--- config.mk ---
export PLATFORM = sky130hd
export DESIGN_NAME = viterbi_frame_ctrl
export DESIGN_NICKNAME = d
export VERILOG_FILES = /design/src/rtl/viterbi_frame_ctrl.sv
export SDC_FILE = /design/constraint.sdc
export NUM_CORES = 1
export LEC_CHECK = 0
export BUFFER_PORTS_ARGS = -buffer_cell sky130_fd_sc_hd__clkbuf_2
export CAP_MARGIN = 20
export CORE_ASPECT_RATIO = 2
export CORE_MARGIN = 4
export CORE_UTILIZATION = 30
export DETAILED_ROUTE_END_ITERATION = 7
export PLACE_DENSITY = 0.55
export RECOVER_POWER = 50
export SETUP_SLACK_MARGIN = 0.2
export SLEW_MARGIN = 40
export SYNTH_ARGS = -nofsm -noshare
export SYNTH_HDL_FRONTEND = slang
export SYNTH_SLANG_ARGS = --single-unit
--- constraint.sdc ---
create_clock -name clk -period 6.1 [get_ports clk]
set_clock_uncertainty 0.05 [all_clocks]
set_input_delay 0.61 -clock clk [delete_from_list [all_inputs] [get_ports clk]]
set_output_delay 0.61 -clock clk [all_outputs]
set_load 0.01 [all_outputs]
--- src/rtl/viterbi_frame_ctrl.sv ---
// Frame sequencer for the rate-1/2 Viterbi decoder: paces one ACS step per received
// symbol pair, traces back through survivor memory, then streams decoded bits in order.
module viterbi_frame_ctrl #(
    parameter int K         = 3,
    parameter int FRAME_LEN = 15,
    localparam int NS       = 2 ** (K - 1),
    localparam int SW       = $clog2(FRAME_LEN)
) (
    input  logic          clk,
    input  logic          rst_n,
    input  logic [1:0]    sym_in,
    input  logic          sym_valid,
    output logic          sym_ready,
    output logic          acs_start,
    output logic          acs_init,
    output logic [1:0]    acs_sym,
    output logic [SW-1:0] acs_step,
    input  logic          acs_done,
    output logic [SW-1:0] surv_raddr,
    input  logic [NS-1:0] surv_rdata,
    output logic          dec_bit,
    output logic          dec_valid,
    input  logic          dec_ready,
    output logic          dec_last,
    output logic          busy
);

    localparam int ND = FRAME_LEN - (K - 1);
    localparam logic [SW-1:0] LAST_STEP = SW'(FRAME_LEN - 1);
    localparam logic [SW-1:0] LAST_BIT  = SW'(ND - 1);

    typedef enum logic [2:0] {
        WAIT_SYM,
        ACS_RUN,
        TB_ADDR,
        TB_USE,
        OUT
    } state_t;

    state_t               state;
    logic [SW-1:0]        cnt;
    logic [SW-1:0]        tb;
    logic [SW-1:0]        oidx;
    logic [K-2:0]         s_reg;
    logic [FRAME_LEN-1:0] bitbuf;

    logic [SW-1:0]        oidx_nxt;
    logic                 dec_d;
    logic [K-2:0]         s_nxt;

    // Traceback walks backwards: the decision bit is the oldest input of the predecessor.
    assign dec_d    = surv_rdata[s_reg];
    assign s_nxt    = {s_reg[K-3:0], dec_d};
    assign oidx_nxt = oidx + 1'b1;
    assign busy     = !(state == WAIT_SYM && cnt == '0);

    always_ff @(posedge clk or negedge rst_n) begin
        if (!rst_n) begin
            state      <= WAIT_SYM;
            cnt        <= '0;
            tb         <= '0;
            oidx       <= '0;
            s_reg      <= '0;
            bitbuf     <= '0;
            sym_ready  <= 1'b1;
            acs_start  <= 1'b0;
            acs_init   <= 1'b0;
            acs_sym    <= '0;
            acs_step   <= '0;
            surv_raddr <= '0;
            dec_bit    <= 1'b0;
            dec_valid  <= 1'b0;
            dec_last   <= 1'b0;
        end else begin
            unique case (state)
                WAIT_SYM: begin
                    if (sym_valid) begin
                        acs_sym   <= sym_in;
                        acs_step  <= cnt;
                        acs_init  <= (cnt == '0);
                        acs_start <= 1'b1;
                        sym_ready <= 1'b0;
                        state     <= ACS_RUN;
                    end
                end
                ACS_RUN: begin
                    // acs_done is not looked at during the start pulse itself
                    if (acs_start) begin
                        acs_start <= 1'b0;
                        acs_init  <= 1'b0;
                    end else if (acs_done) begin
                        if (cnt == LAST_STEP) begin
                            tb         <= LAST_STEP;
                            surv_raddr <= LAST_STEP;
                            s_reg      <= '0;
                            state      <= TB_ADDR;
                        end else begin
                            cnt       <= cnt + 1'b1;
                            sym_ready <= 1'b1;
                            state     <= WAIT_SYM;
                        end
                    end
                end
                TB_ADDR: begin
                    state <= TB_USE;
                end
                TB_USE: begin
                    bitbuf[tb] <= s_reg[K-2];
                    s_reg      <= s_nxt;
                    if (tb == '0) begin
                        // bitbuf[0] is being written this cycle, so present it directly
                        oidx      <= '0;
                        dec_bit   <= s_reg[K-2];
                        dec_last  <= (LAST_BIT == '0);
                        dec_valid <= 1'b1;
                        state     <= OUT;
                    end else begin
                        tb         <= tb - 1'b1;
                        surv_raddr <= tb - 1'b1;
                        state      <= TB_ADDR;
                    end
                end
                OUT: begin
                    if (dec_ready) begin
                        if (oidx == LAST_BIT) begin
                            dec_valid <= 1'b0;
                            dec_last  <= 1'b0;
                            dec_bit   <= 1'b0;
                            cnt       <= '0;
                            sym_ready <= 1'b1;
                            state     <= WAIT_SYM;
                        end else begin
                            oidx     <= oidx_nxt;
                            dec_bit  <= bitbuf[oidx_nxt];
                            dec_last <= (oidx_nxt == LAST_BIT);
                        end
                    end
                end
                default: state <= WAIT_SYM;
            endcase
        end
    end

endmodule

==> flow_summary.yaml, run 1 <==
die:
  fp-row-count: 46
  core_um2: 7940
  initial_utilization: 0.306
  die_width_um: 71.6
  fp.dieH_um: 135
  dieArea_um2: 9690
  ios: 28
critical_path:
  crit_path_top_delay_cell: "clkbuf_1"
  cp_top_family: "buffers and inverters"
  path_cells: "clkbuf_1"
  r2r.worst_path.cells: 6
  worst-path-stages: 1
  critPathRequiredTime_ns: 5.95
  reg2reg_to: "oidx[1]"
  worstPathArrival_ns: 2.30
  path_max_fanout: 44
  r2r_start: "tb[0]"
  rrSetupSlack_ns: 3.81
  critPathKind: "input port to asynchronous set/reset pin"
  worst-path-buf-inv: 1
  cpPeakStageDelay_ns: 1.67
  critPathLaunchType: "input port"
  end_kind: "asynchronous set/reset pin"
synthesis:
  synth-edff-count: 0
  synth.top_cell.area_share: 0.443
  synth_seq_cells: 44
  netlist_instances: 223
  syn_area_per_cell_um2: 10.9
  synth_area_um2: 2430
  synth_nets: 244
  synthTopCellsByArea: "dfrtp_1 44%, mux2_2 10%, ha_1 5.2%, nand2_1 3.2%, mux4_2 2.8%"
  yosysWarnings: 0
  yosysTopAreaCell: "dfrtp_1"
  synthFlopType: "dfrtp_1"
  async_reset_ff_frac: 1.00
  synth.distinct_cells: 56
  seq_area_frac_synth: 0.454
hold_path:
  worstHoldStart: "acs_step[0]"
  holdCritPathClass: "flip-flop to flip-flop"
  hold_depth: 1
  min_to: "acs_step[0]"
pwr:
  ir_drop_mv: 0.114
  power_density_nw_per_um2: 398
  finalPower_mw: 1.10
  leakagePower_nw: 1.19
routing:
  avgRoutedWirePerCell_um: 16.5
  first_iter_violations: 117
  drtPass1Iterations: 4
  drtAntennaViolNets: 0
  num_vias: 1768
  avgViaCountPerCell: 5.18
  route.detailed.drc: 0
  wl_mm: 5.64
status:
  status: "finished with violations"
  violations: "max-capacitance violations, max-slew violations"
place:
  dp_slack_ns: 3.80
  dp.cells: 333
  io_buffer_count: 27
  dp_hpwl_mm: 4.35
  placed_cell_area_um2: 2620
  routabilityCongestion: 0.808
timing:
  fin_ws_ns: 3.64
  min_period_over_period: 0.402
  slew_headroom: -0.595
  max_freq_mhz: 407
  rsz0062_at_grt: "false"
  setup_viol: 0
  hold_viol_final: 0
  whs_ns: 0.456
  slew_viol_final: 45
  finalCriticalPeriod_ns: 2.46
  tightest_slew_ns: 2.39
  fin_setup_tns_ns: 0
cts:
  path_clk_slew_ns: 0.06
  cts_buffers: 5
  post_cts_buffers: 0
  cts_hold_buf: 0
  cts.sinks: 44
  clockBufferDepth: 2
  htree_levels: 2
  clock_latency_ns: 0.29
  cts_tree: "done"
  post_cts_resized: 0
  root_buffer: "clkbuf_16"
grt:
  grtUsageTotal: 0.127
  grt_max_degree: 45
  grt.overflow.total: 0
  antenna_found_initial: 0
  first_global_vias: 1811
  grt_pass1_wl_mm: 9.45
cells_and_area:
  area_growth_pct: 13.4
  largest_reg_flops: 15
  drive_above_1_share: 0.245
  fin_nets: 265
  instances_no_fill: 341
  largest_register: "bitbuf"
  postLayoutCellArea_um2: 2750
  postLayoutCoreUtil: 0.347
  diodes: 0
job:
  maxCapViolCount: 1
## where the power goes
group          leakage (nW)  internal, mW  total, mW  switching (mW)
Sequential            0.557         0.371      0.477           0.106
Clock                0.0712         0.164      0.277           0.113
Combinational         0.564         0.160      0.341           0.181
## metal layers
metal,GRT usage,vias to the layer above,part of all wire
met2,0.253,29,0.60
met1,0.116,877,0.33
li1,-,852,-
met3,0.0223,10,0.035
met4,0.0690,0,0.032
met5,0,-,0
## layout by cell type (no fill, tap or decap), types with 4 or more instances in the layout
master      n
dfrtp_1    43
mux2_2     22
nand2_1    21
clkbuf_2   19
ha_1       10
clkbuf_1   10
inv_1       9
nor2_1      9
o21ai_0     9
nand3_1     6
nor3_1      5
mux2i_1     5
clkbuf_16   5
nand4_1     4
a21oi_1     4
## Yosys cell counts, types with 2 or more instances
library cell,count
dfrtp_1,43
mux2_2,22
nand2_1,21
ha_1,10
inv_1,9
nor2_1,9
o21ai_0,9
clkbuf_1,6
nand3_1,6
buf_2,5
mux2i_1,5
nor3_1,5
a21oi_1,4
nand4_1,4
a31oi_1,3
mux4_2,3
nand2b_1,3
nor4_1,3
o21a_1,3
o22a_1,3
o22ai_1,3
or3b_1,3
a21o_1,2
a22o_1,2
and2_1,2
o31a_1,2
or2_2,2
xnor2_1,2
xor2_1,2
## cell families (layout without fill, tap and decap cells)
family / after synthesis / in the layout / share of synthesized area
compound gates: 42 / 42 / 0.124
buf+inv: 22 / 44 / 0.0412
xor+xnor: 4 / 4 / 0.0144
mux: 30 / 30 / 0.150
fa+ha+maj: 10 / 10 / 0.0515
flops: 44 / 44 / 0.454
simple gates: 71 / 71 / 0.164
## worst max-delay path by stage
stage                     slack [ns]    start         to
after floorplan                 4.08  oidx[0]     cnt[0]
after global placement          3.83    tb[0]    oidx[1]
after detailed placement        3.80    tb[0]    oidx[1]
after CTS                       3.79    tb[0]    oidx[1]
after global routing            3.08    rst_n     cnt[1]
final                           3.64    rst_n  bitbuf[0]
## layout make-up
type / instances / area [µm²]
fill: 822 / 5190
multi-input combinational: 157 / 1230
sequential: 44 / 1100
clock buffer: 8 / 146
timing repair buffer: 27 / 125
tap: 96 / 120
inverter: 9 / 33.8
(Power assumes the default switching activity.)
==> inputs of run 2 (changes only) <==
==> constraint.sdc (replaced) <==
create_clock -name clk -period 2.3 [get_ports clk]
set_clock_uncertainty 0.05 [all_clocks]
set_input_delay 0.23 -clock clk [delete_from_list [all_inputs] [get_ports clk]]
set_output_delay 0.23 -clock clk [all_outputs]
set_load 0.01 [all_outputs]
==> run 2 against run 1 <==
Largest power group unchanged. Highest routed layer unchanged. Critical path depth rose by 5. Critical endpoint is now sym_ready. Hold slack got worse by 0.33 ns. Final cell count increased by 4.1%. First-iteration DRC count down 38%. Flip-flop and latch count stayed put. The run now ends clean. Count of clock-buffer cells in the layout stayed put. Die area stayed put. Non-clock buffer count up 14. Register-to-register slack got worse by 3.5 ns. Sequential power rose to 2.6 times the previous value.
==> flow_summary.yaml, run 2 (synthesis gave the netlist of run 1 again) <==
status:
  status: "completed"
timing:
  tightest_slew_ns: 0.798
  rsz0062_at_grt: "false"
  min_period_over_period: 0.885
  hold_viol_final: 0
  max_freq_mhz: 491
  slew_viol_final: 0
  fin_setup_tns_ns: 0
  setup_viol: 0
  finalCriticalPeriod_ns: 2.04
  slew_headroom: 0.468
critical_path:
  critPathRequiredTime_ns: 2.48
  path_max_fanout: 10
  path_cells: "inv_1 > ha_1 > nand3_1 > o2bb2ai_2 > a2111oi_0 > o21a_1"
  critPathLaunchType: "flip-flop"
  cpPeakStageDelay_ns: 0.69
  crit_path_top_delay_cell: "a2111oi_0"
  worstPathArrival_ns: 2.21
  end_kind: "flip-flop"
  critPathKind: "flip-flop to flip-flop"
cells_and_area:
  diodes: 0
  fin_nets: 279
  drive_above_1_share: 0.255
  instances_no_fill: 355
  area_growth_pct: 17.7
  postLayoutCellArea_um2: 2860
  layout_common_cells: "43 x dfrtp_1, 22 x mux2_2, 21 x nand2_1, 19 x clkbuf_1, 14 x clkbuf_2"
  largest_reg_flops: 15
  final_common_cell: "dfrtp_1"
  largest_register: "bitbuf"
die:
  fp-row-count: 46
  die_width_um: 71.6
  fp.dieH_um: 135
  initial_utilization: 0.306
  core_um2: 7940
  ios: 28
  dieArea_um2: 9690
cts:
  path_clk_slew_ns: 0.06
  htree_levels: 2
  clock_latency_ns: 0.28
  root_buffer: "clkbuf_16"
  cts.sinks: 44
  cts_buffers: 5
  clockBufferDepth: 2
  cts_tree: "done"
routing:
  avgViaCountPerCell: 5.26
  avgRoutedWirePerCell_um: 16.4
  route.detailed.drc: 0
  first_iter_violations: 72
  num_vias: 1867
  wl_mm: 5.81
  drtPass1Iterations: 4
  drtAntennaViolNets: 0
grt:
  met2_usage: 0.257
  grt_max_degree: 32
  first_global_vias: 1953
  grt_use_met1: 0.112
  grtUsageTotal: 0.127
  grt.overflow.total: 0
  grt-busiest-layer: "met2"
  antenna_found_initial: 0
  grtUsageMet3: 0.0215
  grt_pass1_wl_mm: 9.43
place:
  routabilityCongestion: 0.888
  dp.cells: 342
  placed_cell_area_um2: 2690
  io_buffer_count: 27
  dp_hpwl_mm: 4.49
pwr:
  power_density_nw_per_um2: 1030
  ir_drop_mv: 0.311
  leakagePower_nw: 1.24
job:
  maxCapViolCount: 0
hold_path:
  holdCritPathClass: "input port to flip-flop"
==> run 2: cell count changes in the layout (fill, tap and decap cells not counted) <==
cell / before / now
buf_4: 0 / 8
or3b_4: 0 / 2
buf_12: 0 / 1
dlygate4sd3_1: 0 / 1
clkbuf_1: 10 / 19
or3b_1: 3 / 1
clkbuf_2: 19 / 14
==> run 2: stage by stage <==
| step | setup slack [ns] | power [mW] | hold WS, ns | util |
|---|---|---|---|---|
| 6_report | 0.264 | 2.95 | 0.127 | 0.360 |
| 4_1_cts | 0.220 | 3.01 | 0.124 | 0.358 |
| 5_1_grt | 0.138 | 3.13 | 0.130 | 0.360 |
| 3_5_place_dp | 0.234 | 2.28 | 0.107 | 0.338 |
| 3_3_place_gp | 0.280 | 2.26 | 0.103 | 0.338 |
| 2_1_floorplan | 0.280 | 1.92 | -0.116 | - |
==> run 2: final timing paths <==
| path | startpoint | to | slack [ns] | depth (start not counted) |
|---|---|---|---|---|
| min in group asynchronous | rst_n | tb[3] | 0.50 | 2 |
| setup / recovery | cnt[0] | sym_ready | 0.26 | 6 |
| hold / removal | sym_in[1] | acs_sym[1] | 0.13 | 2 |
| hold reg to reg | bitbuf[13] | bitbuf[13] | 0.45 | 1 |
| setup reg to reg | cnt[0] | sym_ready | 0.26 | 6 |
| max in group asynchronous | rst_n | bitbuf[0] | 0.45 | 3 |
==> run 2: final cells by class <==
| type | instances | area (µm²) |
|---|---|---|
| flip-flops and latches | 44 | 1100 |
| repair buffers | 41 | 224 |
| well taps | 96 | 120 |
| fillers | 829 | 5080 |
| clock buffers | 8 | 146 |
| inverters | 9 | 33.8 |
| multi-input cells | 157 | 1230 |
==> run 2: where the power goes <==
group / internal (mW) / switching (mW) / total (mW)
clock network: 0.433 / 0.288 / 0.722
logic: 0.451 / 0.557 / 1.01
registers: 0.985 / 0.236 / 1.22
total: 1.87 / 1.08 / 2.95
==> run 2: worst max-delay path: cells and delay by family, from the launching register on <==
kind / cells / cell delay [ns]
flops: 1 / 0.42
simple gates: 1 / 0.16
buf+inv: 1 / 0.11
fa+ha+maj: 1 / 0.21
compound gates: 3 / 1.03
==> run 2: repair_timing <==
action,4_1_cts,5_1_grt
hold buffers,1,0
setup buffers,0,4
endpoints found under the setup margin,0,8
resized for setup,0,3
endpoints found under the hold margin,12,0
==> run 2: routing by layer <==
layer / wire, µm / up-vias
li1: - / 883
met1: 1920 / 940
met2: 3530 / 34
met3: 172 / 10
met4: 185 / 0
met5: 0 / -
==> inputs of run 3 (changes only) <==
--- a/config.mk
+++ b/config.mk
@@ -5,13 +5,14 @@
 export SDC_FILE = /design/constraint.sdc
 export NUM_CORES = 1
 export LEC_CHECK = 0
+export ABC_AREA = 1
 export BUFFER_PORTS_ARGS = -buffer_cell sky130_fd_sc_hd__clkbuf_2
 export CAP_MARGIN = 20
 export CORE_ASPECT_RATIO = 2
 export CORE_MARGIN = 4
 export CORE_UTILIZATION = 30
 export DETAILED_ROUTE_END_ITERATION = 7
-export PLACE_DENSITY = 0.55
+export PLACE_DENSITY = 0.56
 export RECOVER_POWER = 50
 export SETUP_SLACK_MARGIN = 0.2
 export SLEW_MARGIN = 40
==> constraint.sdc (replaced) <==
create_clock -name clk -period 1.65 [get_ports clk]
set_clock_uncertainty 0.05 [all_clocks]
set_input_delay 0.165 -clock clk [delete_from_list [all_inputs] [get_ports clk]]
set_output_delay 0.165 -clock clk [all_outputs]
set_load 0.01 [all_outputs]
==> run 3 against run 2 <==
Design area up 23%. Core utilization up 10 points. Synthesized area fell by 3.2%. Via count grew 16%. First-iteration DRC count up 13%. Final cell count increased by 31%. Count of clock-buffer cells in the layout down 2. Total power is 59% higher.
==> flow_summary.yaml, run 3 <==
status:
  status: "completed"
timing:
  slew_viol_final: 0
  finalCriticalPeriod_ns: 1.57
  setup_viol: 0
  hold_viol_final: 0
  slew_headroom: 0.328
  tightest_slew_ns: 1.01
  fin_setup_tns_ns: 0
  min_period_over_period: 0.954
  max_freq_mhz: 635
  rsz0062_at_grt: "true"
hold_path:
  worstHoldStart: "sym_in[0]"
  hold_depth: 2
  holdCritPathClass: "input port to flip-flop"
  min_to: "acs_sym[0]"
die:
  ios: 28
  fp-row-count: 45
  initial_utilization: 0.309
  core_um2: 7600
  fp.dieH_um: 133
  dieArea_um2: 9400
  die_width_um: 70.6
synthesis:
  synth.top_cell.area_share: 0.458
  seq_area_frac_synth: 0.469
  yosysTopAreaCell: "dfrtp_1"
  synth_nets: 309
  synth_common_cells: "70 x nand2_1, 43 x dfrtp_1, 34 x inv_1"
  synthFlopType: "dfrtp_1"
  syn_area_per_cell_um2: 8.16
  synth_seq_cells: 44
  netlist_instances: 288
  synthTopCellsByArea: "dfrtp_1 46%, nand2_1 11%, inv_1 5.4%, ha_1 5.3%, nand3_1 5.1%"
  yosysWarnings: 0
  synth-edff-count: 0
  synth.distinct_cells: 28
  synth_area_um2: 2350
  synth.most_common_cell: "nand2_1"
  async_reset_ff_frac: 1.00
grt:
  grt_max_degree: 45
  grtUsageTotal: 0.136
  grt_pass1_wl_mm: 9.98
  first_global_vias: 2164
  grt.overflow.total: 0
  antenna_found_initial: 0
routing:
  wl_mm: 6.24
  route.detailed.drc: 0
  num_vias: 2173
  drtAntennaViolNets: 0
  avgViaCountPerCell: 4.67
  first_iter_violations: 81
  avgRoutedWirePerCell_um: 13.4
  drtPass1Iterations: 4
place:
  io_buffer_count: 27
  placed_cell_area_um2: 2770
  routabilityCongestion: 0.808
  dp_hpwl_mm: 4.38
cts:
  cts_tree: "done"
  cts.sinks: 44
  clock_latency_ns: 0.29
  root_buffer: "clkbuf_16"
  cts_buffers: 5
  htree_levels: 2
  path_clk_slew_ns: 0.06
  clockBufferDepth: 2
pwr:
  leakagePower_nw: 1.67
  power_density_nw_per_um2: 1340
  ir_drop_mv: 1.21
critical_path:
  critPathKind: "flip-flop to output port"
  worstPathArrival_ns: 1.36
  critPathLaunchType: "flip-flop"
  r2r.worst_path.cells: 8
  r2r_start: "state[2]"
  reg2reg_to: "oidx[0]"
  path_max_fanout: 2
  rrSetupSlack_ns: 0.09
  critPathRequiredTime_ns: 1.43
  end_kind: "output port"
cells_and_area:
  final_common_cell: "nand2_1"
  diodes: 0
  largest_register: "bitbuf"
  fin_nets: 391
  postLayoutCellArea_um2: 3510
  layout_common_cells: "55 x nand2_1, 40 x dfrtp_1, 39 x buf_4, 28 x inv_1, 19 x clkbuf_2"
  drive_above_1_share: 0.447
  postLayoutCoreUtil: 0.462
  largest_reg_flops: 15
  area_growth_pct: 49.2
job:
  maxCapViolCount: 0
==> run 3: cell count changes after synthesis, sizes merged, moves of 8 or more <==
cell	delta
nor2	+10
o21ai	+17
mux2	-20
nand3	+19
a21oi	+11
nand2	+52
inv	+35
a31oi	+8
==> run 3: how the worst max path moves through the flow <==
stage	start	slack (ns)	endpoint	cells after the start
finish	state[1]	0.08	busy	7
global placement	oidx[0]	0.001	dec_bit	8
global route	state[0]	0.02	busy	6
CTS	state[1]	0.07	busy	7
detailed placement	oidx[0]	-0.02	dec_bit	8
floorplan	tb[1]	0.17	oidx[0]	9
==> run 3: per-stage QoR <==
stage	hold slack, ns	setup WS (ns)	power [mW]	instances
after detailed placement	0.117	-0.0221	3.26	425
final	0.0529	0.0759	4.69	465
after global placement	0.117	0.00141	3.23	425
after CTS	0.0498	0.0728	4.52	456
after global routing	0.0689	0.0154	5.05	465
after floorplan	-0.181	0.171	2.58	288
==> run 3: cells by family after synthesis <==
| kind of cell | count (synthesis) | synth area share |
|---|---|---|
| AND/OR/NAND/NOR | 120 | 0.233 |
| buffers and inverters | 48 | 0.0772 |
| adder cells (fa/ha/maj) | 10 | 0.0532 |
| XOR/XNOR | 7 | 0.0261 |
| flip-flops | 44 | 0.469 |
| AO/OA/AOI/OAI | 57 | 0.133 |
| multiplexers | 2 | 0.00958 |
==> run 3: where the power goes <==
| group | internal, mW | switching [mW] | leakage (nW) | total (mW) |
|---|---|---|---|---|
| sequential | 1.36 | 0.190 | 0.553 | 1.55 |
| combinational | 0.896 | 1.23 | 1.04 | 2.13 |
| clock | 0.597 | 0.415 | 0.0766 | 1.01 |
| total | 2.85 | 1.83 | 1.67 | 4.69 |
==> run 3: layout make-up <==
type / instances / area, µm²
clock buffer: 6 / 139
sequential: 44 / 1110
tap: 94 / 118
multi-input combinational: 196 / 1400
inverter: 45 / 175
clock inverter: 2 / 10.0
timing repair buffer: 78 / 563
fill: 737 / 4090
==> run 3: layer usage <==
layer | global-route usage | routed length, µm | up-vias
li1 | - | - | 1096
met1 | 0.134 | 2280 | 1019
met2 | 0.252 | 3490 | 38
met3 | 0.0249 | 162 | 20
met4 | 0.0910 | 302 | 0
met5 | 0 | 0 | -
==> run 3: critical path: stages, from the launching register on <==
cell	delay, ns
dfrtp_1	0.38
inv_2	0.07
buf_6	0.10
nand2_4	0.05
nor2_4	0.11
buf_6	0.10
nand4_1	0.10
clkbuf_2	0.15
==> run 3: timing repair <==
item	in CTS	in global routing
endpoints found under the setup margin	20	36
hold endpoints to repair	43	0
pin swaps	17	21
setup buffers	22	9
gates resized for setup	36	51
hold buffers	1	0
